### src/rtl/muldiv_sched.sv
// muldiv_sched: sequencing controller for the EX-stage iterative mult/div datapath.
// Issues init/step strobes, commits into HI/LO on the final cycle and raises
// busy/stall so dependent HI/LO users wait for the result.
// Optional feature macro: MULDIV_DIVZERO_SKIP_EN (discard div/divu with a zero divisor).
module muldiv_sched #(
    parameter int unsigned MUL_CYCLES = 5,
    parameter int unsigned DIV_CYCLES = 10
) (
    input  logic       clk,
    input  logic       reset,
    input  logic       start,
    input  logic [1:0] mulOp,
    input  logic       mulWe,
    input  logic       HiLo,
    input  logic       rt_zero,
    input  logic       md_use_D,
    output logic       busy,
    output logic       stall_md,
    output logic       dp_init,
    output logic       dp_step,
    output logic       dp_signed,
    output logic       dp_div,
    output logic       hi_we,
    output logic       lo_we,
    output logic       hilo_src
);

    localparam int unsigned MAX_CYCLES = (MUL_CYCLES > DIV_CYCLES) ? MUL_CYCLES : DIV_CYCLES;
    localparam int unsigned CNT_W      = $clog2(MAX_CYCLES + 1);

    typedef enum logic {
        IDLE = 1'b0,
        RUN  = 1'b1
    } state_t;

    state_t             state;
    logic [CNT_W-1:0]   cnt;
    logic               sgn_q;
    logic               div_q;
    logic               accept_c;

    // Decide whether an issue in IDLE actually launches an operation
`ifdef MULDIV_DIVZERO_SKIP_EN
    assign accept_c = start & ~(mulOp[1] & rt_zero);
`else
    logic divzero_unused;
    assign accept_c       = start;
    assign divzero_unused = rt_zero;
`endif

    // State, iteration counter and latched operation attributes
    always_ff @(posedge clk) begin
        if (reset) begin
            state <= IDLE;
            cnt   <= '0;
            sgn_q <= 1'b0;
            div_q <= 1'b0;
        end else begin
            case (state)
                IDLE: begin
                    if (accept_c) begin
                        state <= RUN;
                        cnt   <= mulOp[1] ? CNT_W'(DIV_CYCLES) : CNT_W'(MUL_CYCLES);
                        sgn_q <= ~mulOp[0];
                        div_q <= mulOp[1];
                    end
                end
                RUN: begin
                    cnt <= cnt - CNT_W'(1);
                    if (cnt == CNT_W'(1)) begin
                        state <= IDLE;
                    end
                end
                default: state <= IDLE;
            endcase
        end
    end

    // Strobes and status decoded from state; everything held low while in reset
    always_comb begin
        busy      = 1'b0;
        stall_md  = 1'b0;
        dp_init   = 1'b0;
        dp_step   = 1'b0;
        dp_signed = 1'b0;
        dp_div    = 1'b0;
        hi_we     = 1'b0;
        lo_we     = 1'b0;
        hilo_src  = 1'b0;
        if (!reset) begin
            dp_signed = sgn_q;
            dp_div    = div_q;
            stall_md  = md_use_D & ((state == RUN) | start);
            case (state)
                IDLE: begin
                    if (accept_c) begin
                        dp_init = 1'b1;
                    end else if (mulWe && !start) begin
                        hilo_src = 1'b1;
                        hi_we    = HiLo;
                        lo_we    = ~HiLo;
                    end
                end
                RUN: begin
                    busy    = 1'b1;
                    dp_step = 1'b1;
                    if (cnt == CNT_W'(1)) begin
                        hi_we = 1'b1;
                        lo_we = 1'b1;
                    end
                end
                default: ;
            endcase
        end
    end

endmodule

### config.mk
export PLATFORM = sky130hd
export DESIGN_NAME = muldiv_sched
export DESIGN_NICKNAME = d
export VERILOG_FILES = /design/src/rtl/muldiv_sched.sv
export SDC_FILE = /design/constraint.sdc
export NUM_CORES = 1
export LEC_CHECK = 0
export ABC_AREA = 1
export BUFFER_PORTS_ARGS = -buffer_cell sky130_fd_sc_hd__buf_2
export CORE_AREA = 4 4 41 43
export CTS_CLUSTER_SIZE = 12
export DETAILED_ROUTE_END_ITERATION = 16
export DIE_AREA = 0 0 45 47
export PLACE_DENSITY = 0.73
export SYNTH_ARGS = -nofsm -noshare
export SYNTH_HDL_FRONTEND = slang
export SYNTH_SLANG_ARGS = --single-unit
### constraint.sdc
create_clock -name clk -period 1.2 [get_ports clk]
set_clock_uncertainty 0.05 [all_clocks]
set_input_delay 0.12 -clock clk [delete_from_list [all_inputs] [get_ports clk]]
set_output_delay 0.12 -clock clk [all_outputs]
set_load 0.05 [all_outputs]
==> impl_metrics.yaml, run 1 <==
drt:
  via_per_inst: 4.79
  first_iter_violations: 15
  vias: 599
  firstDrtPassIters: 4
  antenna_left: 0
  wirelength_um: 1560
  route.detailed.drc: 0
  wl_per_cell_um: 12.4
logic_synthesis:
  ys.flop_type: "dfxtp_1"
  synth_warnings: 0
  yosys.area.top_type_share: 0.281
  synth_cells: 74
  synth.largest_area_cell: "dfxtp_1"
  synth_seq_cells: 7
  syn_area_um2: 499
  synthDistinctLibCells: 20
  netlist_top_cells_area: "dfxtp_1 (28%), nand2_1 (20%), inv_1 (8.3%)"
  synth_edf_count: 0
  syn_avg_cell_area_um2: 6.75
  yosysSeqAreaShare: 0.281
  async_flop_share: 0
  syn_nets: 85
clock_network:
  clock_latency_ps: 240
  cts_root_buf: "clkbuf_4"
  cts_max_level: 1
  cts_tree: "yes"
  hold_buffers: 0
  cts_buffers: 3
  clk_pin_slew_worst_paths_ps: 50
  cts.path.max_buffers: 2
  clock-sinks: 7
die:
  initial_core_util: 0.384
  chipHeight_um: 47
  ios: 18
  rows: 13
  die-width_um: 45
  dieArea_um2: 2120
  core_um2: 1300
critical_path:
  critPathTopFamily: "flip-flops"
  crit_cells: 7
  cp.buffers_inverters: 3
  slowest_stage: "dfxtp_2"
  crit_chain: "inv_2, ha_4, nand2_4, nand2_2, nand2_2, clkinvlp_4, buf_8"
  reg2reg_from: "cnt[1]"
  worstSetupPathType: "reg -> out"
  cp.required_ps: 1030
  reg2regPathDepth: 8
  crit_top_cell: "nand2_2"
  start_kind: "register"
  slowest_delay_ps: 330
  startpoint: "cnt[1]"
  end_kind: "output pin"
  crit_path_max_fanout: 3
  cp.arrival_ps: 1220
timing:
  setup_ws_ps: -186
  holdWs_ps: 26.5
  finalMaxSlewViolations: 0
  rsz0062_at_grt: "yes"
  period_minus_slack_ps: 1390
  setup_violations: 7
  maxSlewHeadroom: 0.836
  fmax_mhz: 721
  worst_pin_slew_ps: 248
  hold_violations: 0
  timing.final.crit_share: 1.16
final_layout:
  drive_gt1_frac: 0.618
  nNetsFinal: 122
  antenna_cells: 0
  synthToLayoutAreaGrowth_pct: 80.7
  finalInstanceArea_um2: 902
  utilization: 0.693
placement:
  dp_slack_ps: -122
  place_congestion: 0.746
  place_area_um2: 688
  post-dp-hpwl_um: 974
  io_buffers: 16
power_and_ir_drop:
  p_total_mw: 1.03
  peakVddDrop_v: 0.000710
  leakage_nw: 0.484
  power_density_nw_per_um2: 1140
run_status:
  status: "complete, but fails checks"
  violations: "setup timing"
global_routing:
  grt-ovfl-total: 0
  antenna_found_initial: 0
  grt_pass1_wl_um: 2380
  track_usage: 0.158
  grt_pass1_vias: 589
  grt_max_degree: 8
worst_hold_path:
  min_path_type: "in -> reg"
  hp-start: "mulOp[0]"
  worst_hold_path.num_cells: 2
run:
  drv_cap: 0
-- cells in the final DEF, fill, tap and decap left out, drive strengths merged, types with 2 or more instances in the layout --
cell type  synthesis  layout
inv               15      14
buf                2      34
nand2             29      29
ha                 2       2
nand3              5       5
dfxtp              7       7
o21ai              2       2
clkbuf             0       4
nor2               7       7
-- sequential cells by signal, summed over array words and instances, names as in the netlist --
| register | flops |
|---|---|
| cnt | 4 |
| div_q | 1 |
| sgn_q | 1 |
| state | 1 |
-- layer usage --
| metal | part of all wire | vias to the layer above | global-route usage |
|---|---|---|---|
| li1 | - | 293 | - |
| met4 | 0.028 | 0 | 0.0936 |
| met2 | 0.56 | 21 | 0.297 |
| met3 | 0.050 | 6 | 0.0268 |
| met1 | 0.36 | 279 | 0.162 |
| met5 | 0 | - | 0 |
-- stage by stage --
step | setup TNS [ps] | instances
floorplan | -268 | 74
global placement | -67.4 | 114
detailed placement | -144 | 114
CTS | -539 | 125
global route | -940 | 125
finish | -540 | 125
-- logic make-up after synthesis --
| kind of cell | after synthesis | synth area share |
|---|---|---|
| AOI/OAI and AO/OA | 4 | 0.0752 |
| xor gates and xnor gates | 1 | 0.0175 |
| adders and majority gates | 2 | 0.0501 |
| buffers and inverters | 17 | 0.160 |
| DFF | 7 | 0.281 |
| and+or+nand+nor | 43 | 0.416 |
-- final timing paths --
| check | to | slack [ps] |
|---|---|---|
| setup reg to reg | cnt[1] | 0 |
| hold / removal | sgn_q | 30 |
| setup / recovery | lo_we | -190 |
| hold reg to reg | sgn_q | 430 |
-- worst register-to-register path, cell delays in order (launching register included) --
cell,delay [ps]
dfxtp_2,330
inv_2,50
buf_4,130
ha_4,250
inv_1,30
nand2_1,70
nand3_2,80
nand2_2,70
inv_1,40
-- where the power goes --
group | leakage (nW) | switching (mW) | total, mW | internal, mW
Combinational | 0.410 | 0.292 | 0.528 | 0.236
Clock | 0.0150 | 0.0798 | 0.206 | 0.126
Sequential | 0.0593 | 0.0289 | 0.297 | 0.269
Total | 0.484 | 0.401 | 1.03 | 0.631
-- cell type report --
class	instances	area (um^2)
Tap cell	15	18.8
Clock buffer	4	26.3
Inverter	15	70.1
Fill cell	113	399
Multi-Input combinational cell	50	355
Sequential cell	7	146
Timing Repair Buffer	34	285
-- cells in the mapped netlist (2+ instances only) --
cell type,instances
nand2_2,2
ha_1,2
inv_1,11
nor2_1,4
inv_2,2
nand2_1,27
dfxtp_1,7
nor2_4,2
inv_4,2
nand3_1,5
-- repair_timing --
| item | CTS | global route |
|---|---|---|
| setup endpoints to repair | 7 | 11 |
| buffers inserted | 7 | 1 |
| pin swaps | 6 | 5 |
| resized for setup | 35 | 5 |
| cloned | 0 | 0 |
Power figures use the tool's default switching activity.
==> run 2, diff against run 1 <==
--- a/config.mk
+++ b/config.mk
@@ -11,7 +11,7 @@
 export CTS_CLUSTER_SIZE = 12
 export DETAILED_ROUTE_END_ITERATION = 16
 export DIE_AREA = 0 0 45 47
-export PLACE_DENSITY = 0.73
+export SKIP_CTS_REPAIR_TIMING = 1
 export SYNTH_ARGS = -nofsm -noshare
 export SYNTH_HDL_FRONTEND = slang
 export SYNTH_SLANG_ARGS = --single-unit
==> constraint.sdc (replaced) <==
create_clock -name clk -period 1.2 [get_ports clk]
set_clock_uncertainty 0.05 [all_clocks]
set_input_delay 0.12 -clock clk [delete_from_list [all_inputs] [get_ports clk]]
set_output_delay 0.12 -clock clk [all_outputs]
set_load 0.1 [all_outputs]
==> run 2 against run 1 <==
Against the previous run:
- the flow still finishes with violations (setup timing)
- setup slack worse by 64 ps
- critical path depth fell by 2
- wire length decreased by 9.6%
- global-route usage is 2.2 points lower
- hold slack got worse by 6.1 ps
- final cell count did not move
- critical path type unchanged
- highest routed layer unchanged
==> impl_metrics.yaml, run 2 (synthesis gave the netlist of run 1 again) <==
critical_path:
  crit_path_max_fanout: 3
  start_kind: "register"
  slowest_delay_ps: 370
  worstSetupPathType: "reg -> out"
  rrSetupSlack_ps: -50
  cp.required_ps: 1030
  reg2regPathDepth: 9
  cp.arrival_ps: 1280
  startpoint: "cnt[0]"
  slowest_stage: "dfxtp_2"
  crit_chain: "ha_4, nand2_4, buf_6, o21ai_4, buf_12"
  reg2reg_to: "cnt[1]"
  reg2reg_from: "cnt[1]"
  end_kind: "output pin"
drt:
  via_per_inst: 4.48
  highest_layer: "met4"
  first_iter_violations: 13
  antenna_left: 0
  met3WireLength_um: 76
  wl_met2_um: 767
  vias: 560
  wirelength_um: 1410
  route.detailed.drc: 0
  firstDrtPassIters: 4
  wl_per_cell_um: 11.2
  wl_met1_um: 546
timing:
  setup_violations: 8
  setup_tns_ps: -1130
  timing.final.crit_share: 1.21
  maxSlewHeadroom: 0.872
  rsz0062_at_grt: "yes"
  period_minus_slack_ps: 1450
  worst_pin_slew_ps: 192
  fmax_mhz: 690
  hold_violations: 0
  setup_ws_ps: -250
  finalMaxSlewViolations: 0
power_and_ir_drop:
  peakVddDrop_v: 0.000943
  leakage_nw: 0.497
  power_density_nw_per_um2: 1180
clock_network:
  clock-sinks: 7
  clock_latency_ps: 250
  cts_max_level: 1
  clk_pin_slew_worst_paths_ps: 50
  cts_root_buf: "clkbuf_4"
  cts_tree: "yes"
  cts.path.max_buffers: 2
  cts_buffers: 3
worst_hold_path:
  worst_hold_path.num_cells: 2
  whs_endpoint: "sgn_q"
  hp-start: "mulOp[0]"
  min_path_type: "in -> reg"
placement:
  post-dp-hpwl_um: 1010
  place_area_um2: 843
  io_buffers: 16
  dp.cells: 113
  place_congestion: 0.808
global_routing:
  grt_pass1_wl_um: 2010
  antenna_found_initial: 0
  grt_pass1_vias: 500
  grt_max_degree: 11
  grt-ovfl-total: 0
  track_usage: 0.136
die:
  die-width_um: 45
  core_um2: 1300
  dieArea_um2: 2120
  initial_core_util: 0.384
  rows: 13
  ios: 18
  chipHeight_um: 47
final_layout:
  finalInstanceArea_um2: 993
  largest_register_ffs: 4
  largest-register: "cnt"
  seq_area_um2: 146
  fillers: 83
  nNetsFinal: 122
  antenna_cells: 0
  final_common_cell: "nand2_1"
  final_cell_mix: "nand2_1 (24), buf_4 (12), buf_12 (10)"
  drive_gt1_frac: 0.600
  multiInputGateArea_um2: 349
  synthToLayoutAreaGrowth_pct: 99.0
  final_cells: 125
run_status:
  status: "complete, but fails checks"
  violations: "setup timing"
run:
  drv_cap: 0
[run 2: power breakdown]
group	internal, mW	total (mW)	switching, mW	leakage (nW)
combinational	0.288	0.658	0.370	0.423
clock	0.127	0.216	0.0887	0.0150
sequential	0.268	0.303	0.0342	0.0593
[run 2: worst max-delay path, delay by kind of cell (launching register included)]
kind,cells,cell delay [ps]
buf+inv,2,310
fa+ha+maj,1,150
flops,1,370
compound gates,1,130
simple gates,1,60
[run 2: through the flow]
stage | util | power, mW | setup slack (ps) | hold WS, ps
after floorplan | - | 0.653 | -465 | 179
after global placement | 0.648 | 0.847 | -40.4 | 284
after detailed placement | 0.648 | 0.859 | -48.6 | 285
after CTS | 0.668 | 1.08 | -322 | 17.9
after global routing | 0.763 | 1.24 | -304 | 24.3
final | 0.763 | 1.18 | -250 | 20.4
[run 2: area by class of cell]
cell class,count,share of cell area
Timing Repair Buffer,34,0.384
Multi-Input combinational cell,50,0.351
Sequential cell,7,0.147
Inverter,15,0.0718
Clock buffer,4,0.0264
Tap cell,15,0.0189
[run 2: worst max-delay path by stage]
stage / endpoint / slack, ps / cells after the start
final: hi_we / -250 / 5
after global routing: hi_we / -300 / 5
after CTS: lo_we / -320 / 7
after detailed placement: lo_we / -50 / 7
after global placement: lo_we / -40 / 7
after floorplan: hi_we / -470 / 5
[run 2: per-layer routing]
layer,vias up,global-route usage
met2,15,0.234
li1,295,-
met1,248,0.136
met3,2,0.0230
met5,-,0
met4,0,0.135
==> run 3, diff against run 2 <==
==> constraint.sdc (replaced) <==
create_clock -name clk -period 1.8 [get_ports clk]
set_clock_uncertainty 0.05 [all_clocks]
set_input_delay 0.18 -clock clk [delete_from_list [all_inputs] [get_ports clk]]
set_output_delay 0.18 -clock clk [all_outputs]
set_load 0.1 [all_outputs]
==> run 3 against run 2 <==
Against the previous run:
- highest routed layer unchanged
- global-route usage shrank 1.9 points
- critical endpoint is now lo_we
- sequential share of layout area up 5.8 points
- via count decreased by 16%
- combinational power fell by 57%
- the flow now finishes without violations
- power decreased by 47%
==> impl_metrics.yaml, run 3 (synthesis gave the netlist of run 1 again) <==
run_status:
  status: "completed"
clock_network:
  cts_tree: "yes"
  cts_buffers: 3
  clk_pin_slew_worst_paths_ps: 50
  cts_max_level: 1
  cts_root_buf: "clkbuf_4"
  clock_latency_ps: 250
  cts.path.max_buffers: 2
  clock-sinks: 7
final_layout:
  final_common_cell: "nand2_1"
  largest-register: "cnt"
  final_cells: 107
  synthToLayoutAreaGrowth_pct: 38.1
  seq_area_um2: 141
  utilization: 0.530
  fillers: 127
  largest_register_ffs: 4
  multiInputGateArea_um2: 298
  nNetsFinal: 104
  drive_gt1_frac: 0.391
  final_cell_mix: "nand2_1 (27), buf_2 (12), inv_1 (10)"
  antenna_cells: 0
die:
  ios: 18
  core_um2: 1300
  chipHeight_um: 47
  dieArea_um2: 2120
  initial_core_util: 0.384
  rows: 13
  die-width_um: 45
placement:
  dp.cells: 103
  post-dp-hpwl_um: 853
  dp_slack_ps: 246
  place_congestion: 0.716
  io_buffers: 16
drt:
  firstDrtPassIters: 4
  wirelength_um: 1040
  route.detailed.drc: 0
  antenna_left: 0
  vias: 471
  via_per_inst: 4.40
  wl_per_cell_um: 9.68
  first_iter_violations: 4
worst_hold_path:
  hp-start: "mulOp[0]"
  worst_hold_path.num_cells: 2
  min_path_type: "in -> reg"
  whs_endpoint: "sgn_q"
critical_path:
  crit_path_max_fanout: 3
  reg2reg_from: "cnt[0]"
  start_kind: "register"
  cp.arrival_ps: 1460
  end_kind: "output pin"
  reg2reg_to: "cnt[1]"
  cp.required_ps: 1570
  reg2regPathDepth: 7
  rrSetupSlack_ps: 650
  worstSetupPathType: "reg -> out"
global_routing:
  grt_max_degree: 11
  grt_pass1_vias: 415
  use_met2: 0.198
  antenna_found_initial: 0
  grt_pass1_wl_um: 1730
  busiest_layer: "met2"
  use_met3: 0.0115
  track_usage: 0.117
  grt_util_met1: 0.130
  grt-ovfl-total: 0
power_and_ir_drop:
  peakVddDrop_v: 0.000429
  pwr-share-clk: 0.225
  p_int_mw: 0.349
  leakage_nw: 0.381
  power_density_nw_per_um2: 909
  power.share.sequential: 0.323
  power_switching_mw: 0.278
  switching_share: 0.444
  power_frac_comb: 0.451
timing:
  hold_violations: 0
  setup_ws_ps: 106
  period_minus_slack_ps: 1690
  fmax_mhz: 590
  finalMaxSlewViolations: 0
  maxSlewHeadroom: 0.678
  worst_pin_slew_ps: 487
  setup_tns_ps: 0
  setup_violations: 0
  rsz0062_at_grt: "no"
  timing.final.crit_share: 0.941
run:
  drv_cap: 0
-- run 3: changes by cell type in the layout (fill, tap and decap cells not counted), moves of 2 or more --
cell	change
buf_12	-6
buf_2	+5
buf_4	-12
buf_6	-5
dfxtp_1	+2
ha_1	+2
ha_4	-2
inv_1	+4
inv_2	-3
nand2_1	+3
nand2_2	-2
-- run 3: through the flow --
stage	hold slack (ps)	total power, mW	area (um^2)
global route	82.5	0.667	689
detailed placement	345	0.490	662
finish	77.9	0.627	689
global placement	345	0.486	662
CTS	69.5	0.638	688
floorplan	239	0.425	522
-- run 3: worst max-delay path by stage --
stage | endpoint | startpoint | depth (start not counted) | slack (ps)
CTS | lo_we | state | 7 | -50
detailed placement | lo_we | state | 7 | 250
floorplan | hilo_src | state | 2 | -80
finish | lo_we | cnt[1] | 7 | 110
global placement | lo_we | state | 7 | 270
global route | lo_we | cnt[1] | 7 | 3
-- run 3: area by class of cell --
cell class / instances / area share
Tap cell: 15 / 0.0272
Inverter: 15 / 0.0944
Multi-Input combinational cell: 50 / 0.432
Timing Repair Buffer: 16 / 0.203
Sequential cell: 7 / 0.205
Clock buffer: 4 / 0.0381
-- run 3: layer usage --
| layer | up-vias | share of wire | wire length, um |
|---|---|---|---|
| li1 | 258 | - | - |
| met1 | 194 | 0.43 | 443 |
| met2 | 17 | 0.47 | 488 |
| met3 | 2 | 0.079 | 82 |
| met4 | 0 | 0.021 | 22 |
| met5 | - | 0 | 0 |
-- run 3: power groups by stage --
| stage | registers (mW) | clock network (mW) | logic, mW |
|---|---|---|---|
| floorplan | 0.191 | 0 | 0.234 |
| global placement | 0.203 | 0 | 0.282 |
| detailed placement | 0.205 | 0 | 0.285 |
| CTS | 0.201 | 0.151 | 0.286 |
| global route | 0.204 | 0.160 | 0.303 |
| finish | 0.203 | 0.141 | 0.283 |
-- run 3: critical path, cell delays in order (launching register included) --
cell        delay, ps
dfxtp_1           360
inv_1              80
ha_1              180
nand2_1           140
nand2_1            60
nand2_1           110
clkinvlp_4        110
buf_12            170
